<file path="config.mk">
export PLATFORM = sky130hd
export DESIGN_NAME = load_store_unit
export DESIGN_NICKNAME = d
export VERILOG_FILES = /design/src/rtl/pkg_lsu.sv /design/src/rtl/lsu_lane_align.sv /design/src/rtl/load_store_unit.sv
export SDC_FILE = /design/constraint.sdc
export NUM_CORES = 1
export LEC_CHECK = 0
export ABC_AREA = 1
export BUFFER_PORTS_ARGS = -buffer_cell sky130_fd_sc_hd__buf_2
export CORE_MARGIN = 2
export CORE_UTILIZATION = 52
export CTS_BUF_LIST = sky130_fd_sc_hd__clkbuf_4 sky130_fd_sc_hd__clkbuf_8
export DETAILED_ROUTE_END_ITERATION = 12
export PLACE_DENSITY = 0.87
export SLEW_MARGIN = 20
export SYNTH_ARGS = -nofsm -noshare
export SYNTH_HDL_FRONTEND = slang
export SYNTH_SLANG_ARGS = --single-unit
</file>
<file path="constraint.sdc">
create_clock -name clk -period 3.67 [get_ports clk]
set_clock_uncertainty 0.2 [all_clocks]
set_input_delay 0.367 -clock clk [delete_from_list [all_inputs] [get_ports clk]]
set_output_delay 0.367 -clock clk [all_outputs]
set_load 0.03 [all_outputs]
</file>
<file path="src/rtl/pkg_lsu.sv">
// Shared types and request-decode helpers for the load/store unit.
// Covers funct3 legality and natural-alignment checks.
package pkg_lsu;

  typedef enum logic [1:0] {
    IDLE,
    ACCESS,
    RESP,
    ERR
  } state_t;

  typedef enum logic [2:0] {
    LSU_B  = 3'b000,
    LSU_H  = 3'b001,
    LSU_W  = 3'b010,
    LSU_D  = 3'b011,
    LSU_BU = 3'b100,
    LSU_HU = 3'b101,
    LSU_WU = 3'b110
  } funct3_t;

  function automatic logic width_legal(
    input logic       we,
    input logic [2:0] f3,
    input logic       is64
  );
    logic ok;
    ok = 1'b0;
    case (f3)
      LSU_B, LSU_H, LSU_W: ok = 1'b1;
      LSU_BU, LSU_HU:      ok = !we;
      LSU_D:               ok = is64;
      LSU_WU:              ok = is64 && !we;
      default:             ok = 1'b0;
    endcase
    return ok;
  endfunction

  // Size comes from funct3[1:0]; unsigned variants share it.
  function automatic logic aligned(
    input logic [2:0] f3,
    input logic [2:0] a
  );
    logic ok;
    ok = 1'b0;
    case (f3[1:0])
      2'b00:   ok = 1'b1;
      2'b01:   ok = (a[0] == 1'b0);
      2'b10:   ok = (a[1:0] == 2'b00);
      default: ok = (a[2:0] == 3'b000);
    endcase
    return ok;
  endfunction

endpackage

</file>
<file path="src/rtl/lsu_lane_align.sv">
// Byte-lane steering: byte enables, store replication and
// load extraction with sign/zero extension.
module lsu_lane_align
  import pkg_lsu::*;
#(
  parameter int XLEN = 32,
  localparam int NB = XLEN / 8,
  localparam int OW = $clog2(NB)
) (
  input  logic [2:0]      funct3_i,
  input  logic [OW-1:0]   offset_i,
  input  logic [XLEN-1:0] wdata_i,
  input  logic [XLEN-1:0] rdata_i,
  output logic [NB-1:0]   be_o,
  output logic [XLEN-1:0] wdata_o,
  output logic [XLEN-1:0] rdata_o
);

  logic [XLEN-1:0] sh;

  always_comb begin
    be_o    = '1;
    wdata_o = wdata_i;
    case (funct3_i[1:0])
      2'b00: begin
        be_o    = NB'(1) << offset_i;
        wdata_o = {NB{wdata_i[7:0]}};
      end
      2'b01: begin
        be_o    = NB'(3) << offset_i;
        wdata_o = {(XLEN/16){wdata_i[15:0]}};
      end
      2'b10: begin
        be_o    = NB'(15) << offset_i;
        wdata_o = {(XLEN/32){wdata_i[31:0]}};
      end
      default: begin
        be_o    = '1;
        wdata_o = wdata_i;
      end
    endcase
  end

  always_comb begin
    sh = rdata_i >> {offset_i, 3'b000};
    case (funct3_i)
      LSU_B:   rdata_o = XLEN'($signed(sh[7:0]));
      LSU_BU:  rdata_o = XLEN'(sh[7:0]);
      LSU_H:   rdata_o = XLEN'($signed(sh[15:0]));
      LSU_HU:  rdata_o = XLEN'(sh[15:0]);
      LSU_W:   rdata_o = XLEN'($signed(sh[31:0]));
      LSU_WU:  rdata_o = XLEN'(sh[31:0]);
      default: rdata_o = sh;
    endcase
  end

endmodule

</file>
<file path="src/rtl/load_store_unit.sv">
// Single-outstanding load/store unit between the core FSM and a
// variable-latency data memory, with decode errors and timeout.
module load_store_unit
  import pkg_lsu::*;
#(
  parameter int XLEN           = 32,
  parameter int ADDR_WIDTH     = 32,
  parameter int TIMEOUT_CYCLES = 16
) (
  input  logic                  clk,
  input  logic                  reset,
  input  logic                  req_valid,
  output logic                  req_ready,
  input  logic                  req_we,
  input  logic [2:0]            req_funct3,
  input  logic [ADDR_WIDTH-1:0] req_addr,
  input  logic [XLEN-1:0]       req_wdata,
  output logic                  resp_valid,
  output logic [XLEN-1:0]       resp_rdata,
  output logic                  resp_err,
  output logic                  mem_valid,
  input  logic                  mem_ready,
  output logic                  mem_we,
  output logic [ADDR_WIDTH-1:0] mem_addr,
  output logic [XLEN/8-1:0]     mem_be,
  output logic [XLEN-1:0]       mem_wdata,
  input  logic [XLEN-1:0]       mem_rdata
);

  localparam int   NB   = XLEN / 8;
  localparam int   OW   = $clog2(NB);
  localparam int   CW   = $clog2(TIMEOUT_CYCLES);
  localparam logic IS64 = (XLEN == 64);

  state_t                state_q, state_d;
  logic                  we_q;
  logic [2:0]            f3_q;
  logic [ADDR_WIDTH-1:0] addr_q;
  logic [XLEN-1:0]       wdata_q;
  logic [XLEN-1:0]       rdata_q;
  logic [CW-1:0]         cnt_q;

  logic [NB-1:0]   be;
  logic [XLEN-1:0] wdata_rep;
  logic [XLEN-1:0] rdata_ext;
  logic            req_ok;
  logic            accept;
  logic            timeout;
  logic            in_acc;

  assign req_ok = width_legal(req_we, req_funct3, IS64)
               && aligned(req_funct3, req_addr[2:0]);
  assign accept  = (state_q == IDLE) && req_valid;
  assign timeout = (cnt_q == CW'(TIMEOUT_CYCLES - 1));
  assign in_acc  = (state_q == ACCESS);

  lsu_lane_align #(.XLEN(XLEN)) u_align (
    .funct3_i (f3_q),
    .offset_i (addr_q[OW-1:0]),
    .wdata_i  (wdata_q),
    .rdata_i  (mem_rdata),
    .be_o     (be),
    .wdata_o  (wdata_rep),
    .rdata_o  (rdata_ext)
  );

  always_ff @(posedge clk or posedge reset) begin
    if (reset) state_q <= IDLE;
    else       state_q <= state_d;
  end

  always_comb begin
    state_d = state_q;
    case (state_q)
      IDLE:   if (req_valid) state_d = req_ok ? ACCESS : ERR;
      ACCESS: begin
        if (mem_ready)    state_d = RESP;
        else if (timeout) state_d = ERR;
      end
      default: state_d = IDLE;
    endcase
  end

  // Memory-side outputs are forced to 0 outside ACCESS.
  always_comb begin
    req_ready  = (state_q == IDLE) && !reset;
    mem_valid  = in_acc;
    mem_we     = in_acc && we_q;
    mem_addr   = in_acc ? {addr_q[ADDR_WIDTH-1:OW], OW'(0)} : '0;
    mem_be     = !in_acc ? '0 : (we_q ? be : '1);
    mem_wdata  = in_acc ? wdata_rep : '0;
    resp_valid = (state_q == RESP) || (state_q == ERR);
    resp_err   = (state_q == ERR);
    resp_rdata = (state_q == RESP) ? rdata_q : '0;
  end

  always_ff @(posedge clk or posedge reset) begin
    if (reset) begin
      we_q    <= 1'b0;
      f3_q    <= '0;
      addr_q  <= '0;
      wdata_q <= '0;
      rdata_q <= '0;
      cnt_q   <= '0;
    end else if (accept) begin
      we_q    <= req_we;
      f3_q    <= req_funct3;
      addr_q  <= req_addr;
      wdata_q <= req_wdata;
      rdata_q <= '0;
      cnt_q   <= '0;
    end else if (in_acc) begin
      if (mem_ready) begin
        if (!we_q) rdata_q <= rdata_ext;
      end else begin
        cnt_q <= cnt_q + 1'b1;
      end
    end
  end

endmodule

</file>
==> run summary <==
The worst reg-to-reg path cell count is 6, and the clock latency at the later pin of the worst-skew pair is 0.37 ns. The worst setup path is launched from a flip-flop. The first global-routing pass estimated 26200 um of wire. The number of pins with negative max-slew slack in the final report is 0, and the total of buffers placed on input and output ports is 206. The die extent in x is 109 um. The run gives 0 as the total DRC errors in the routed layout. Entering global routing, the biggest net connects 78 pins.

IR analysis of the VDD net gives a maximum drop of 0.585 mV. Along the worst hold path, the cell count comes to 3. The startpoint of the worst-slack reg-to-reg timing path was state_q[0]. The tools report the number of distinct library cells after synthesis as 28. For the synthesized cell area, the log shows 5750 sq um.

Broken down by cell family, the worst path's largest delay share belongs to buffers and inverters. Synthesis inferred 106 register bits. The library cell used most frequently in the layout, excluding fill and tap cells, is sky130_fd_sc_hd__nand2_1. The area growth from synthesis to layout is 27.9%. The number of clock buffers added by TritonCTS is 9. In this run the worst hold path is classified as input port to flip-flop. Synthesis handed over a netlist of 831 instances. Dividing the detail-routed via count by the number of cells gives 5.17. The longest clock path from root to sink contains 2 buffers. The worst pin sits at a relative slew slack of 36.2%.

Routability-driven placement finished with a final weighted congestion of 0.884. The H-tree was split into 3 levels. The share of the Yosys chip area taken by registers is 46.2%. In the final layout, the share of cells above drive strength 1 is 23.5%. In the layout the commonest cells are 287 x sky130_fd_sc_hd__nand2_1, 206 x sky130_fd_sc_hd__buf_2, 106 x sky130_fd_sc_hd__nor2_1, 106 x sky130_fd_sc_hd__dfrtp_1, 89 x sky130_fd_sc_hd__inv_1. The tools report the number of warning messages in the yosys log as 0. The tools report the worst hold path endpoint as wdata_q[9]. On the final layout, the worst hold slack is 0.00178 ns. Setup repair after global routing left no endpoint under its margin. For the number of global-route vias before repair, the log shows 5590. The tools report the number of antenna violations at the first check in global routing as 0. Dividing the detail-routed wire length by the instance count gives 14.2 um. The region available for standard cell placement spans 10800 sq um.

The floorplan step set the die height to 109 um. Final critical-path required period: 3.17 ns. The critical path goes through inv_1 > ha_1 > nor2_2 > clkinvlp_4 > o21ai_0 > a21oi_1 > buf_2. The tools report the total length of routed wires as 16900 um. The endpoint identified for the worst register-to-register timing path is wdata_q[4]. Data on the critical path is required at its endpoint by 3.10 ns. The run gives 4.13 nW as the leakage power total.

The transition at the pin with the smallest max-transition slack was 0.958 ns; the detailed-routing iteration count for the pre-antenna-repair pass was 5. In the global route stage, overall resource usage came out at 28.1%. Once detail routing completed, the nets flagged for antenna violations numbered 0. STA classifies the critical path endpoint as a primary output. The HPWL after detailed placement came out at 11400 um. OpenSTA, run right after detailed placement, puts the worst setup slack at 0.779 ns.

The start point of the critical path was f3_q[1]. The logs give 0 ns for the final setup TNS and 0 for the number of setup violations in the final report. The startpoint identified for the worst hold timing path is req_wdata[9]. The setup check on the worst reg-to-reg path leaves a slack of 1.18 ns. Clock-pin slew was measured on the worst setup and hold paths at 0.11 ns. The tools report the final setup slack of the worst path as 0.499 ns. Across all layers, the routed design uses 6127 vias. The tools report the die area as 11900 sq um. The slowest stage of the critical path is the sky130_fd_sc_hd__nor2_2 cell.

For this run, the slowest stage of the critical path takes 0.47 ns. Based on the critical path, the design can be clocked at up to 315 MHz. The tree built by TritonCTS fans out to 106 sinks. The run gives 209 as the boundary pin count.

A synthesized cell averages 6.92 sq um. The flow ran to the end, and the final reports show no timing, DRC or antenna violations. TritonCTS built the clock tree. Once the clock tree was built, the setup fixing pass inserted 0 buffers.

After floorplanning, the core was divided into 38 placement rows. Dividing the final minimum period by the clock period gives 86.4%. The buffers plus inverters on the worst setup path came out at 3. The run gives 1151 as the number of nets in the layout.

The design draws 0.00612 W. Of all nets on the critical path, the largest fanout is 15. The category of the most critical setup path was flip-flop to primary output. The residual overflow from global routing came out at 0.

The clock root buffer master is sky130_fd_sc_hd__clkbuf_8. The run gives 53.2% as the initial standard-cell utilization of the core. The power per unit of standard cell area is 832 nW/um^2. The tools report the share of the core filled with cells as 68.1%. The run gives 533 as the number of DRC markers after the initial detailed-route iteration. For the final hold violation count, the log shows 0. For the worst setup path, the data arrival time is 2.60 ns. The repair_antennas step left the layout with diodes totalling 0.

The tool flagged a number of max-cap violations equal to 0.
[report_power, final]
part	total [W]	leakage [nW]	internal (W)	switching, W
Clock	0.000767	0.0959	0.000328	0.000439
Sequential	0.00191	1.35	0.00165	0.000261
Combinational	0.00344	2.68	0.000945	0.00249
[flip-flops by register name, indices dropped and copies added (netlist names)]
register,count
we_q,1
addr_q,32
state_q,2
f3_q,3
rdata_q,32
cnt_q,4
wdata_q,32
[worst reg2reg max path, stage by stage (launching register included)]
cell and delay, ns:
sky130_fd_sc_hd__dfrtp_1 0.47, sky130_fd_sc_hd__nor2_1 0.14, sky130_fd_sc_hd__nand2_2 0.40, sky130_fd_sc_hd__inv_2 0.66, sky130_fd_sc_hd__buf_12 0.33, sky130_fd_sc_hd__nand2_1 0.13
sky130_fd_sc_hd__o21ai_0 0.09
[routing by layer]
layer / part of all wire (%) / global-route usage (%) / routed length [um] / vias to the layer above
li1: - / - / - / 2972
met1: 40 / 35.6 / 6800 / 2807
met2: 49 / 48.1 / 8230 / 311
met3: 8.2 / 5.08 / 1380 / 37
met4: 2.6 / 10.1 / 438 / 0
met5: 0 / 0 / 0 / -
[final cells by class]
| cell class | instances | area (sq um) |
|---|---|---|
| timing repair buffer | 246 | 1430 |
| timing repair inverter | 1 | 7.51 |
| fill | 930 | 3440 |
| tap | 140 | 175 |
| multi-input combinational | 580 | 2500 |
| inverter | 97 | 373 |
| clock inverter | 7 | 83.8 |
| clock buffer | 9 | 124 |
| sequential | 106 | 2650 |
[cell usage after synthesis, drive strengths merged]
cell type	count	share of area (%)
nand2	290	19
nand4	3	0.33
o22ai	10	1.1
inv	97	6.4
or2	1	0.11
o21ai	82	7.1
buf	23	2.3
dfrtp	106	46
nand3	38	3.6
nor3	4	0.35
clkbuf	26	1.7
a31oi	1	0.11
nor2	109	7.2
o21a	1	0.13
ha	6	1.3
a21oi	33	2.9
conb	1	0.065
[repair_timing]
action	CTS	global route
setup endpoints to repair	0	1
gates resized for setup	0	3
endpoints found under the hold margin	31	3
hold buffers	31	3
[metrics by stage]
| step | cell area [sq um] | cells |
|---|---|---|
| after global routing | 7350 | 1186 |
| after floorplan | 5750 | 832 |
| final | 7350 | 1186 |
| after global placement | 6790 | 1135 |
| after detailed placement | 6790 | 1135 |
| after CTS | 7310 | 1182 |
[how the worst max path moves through the flow]
stage / end / depth (start not counted)
global route: mem_wdata[19] / 7
detailed placement: mem_wdata[19] / 7
CTS: mem_wdata[19] / 7
finish: mem_wdata[19] / 7
floorplan: addr_q[0] / 1
global placement: mem_wdata[20] / 7
[cell families after synthesis]
group                      synth area share, %
and+or+nand+nor                           30.8
AOI/OAI and AO/OA                         11.3
DFF                                       46.2
buffers and inverters                     10.4
adders and majority gates                 1.31
other                                   0.0653
No activity file was read; power rests on OpenSTA's default activity.
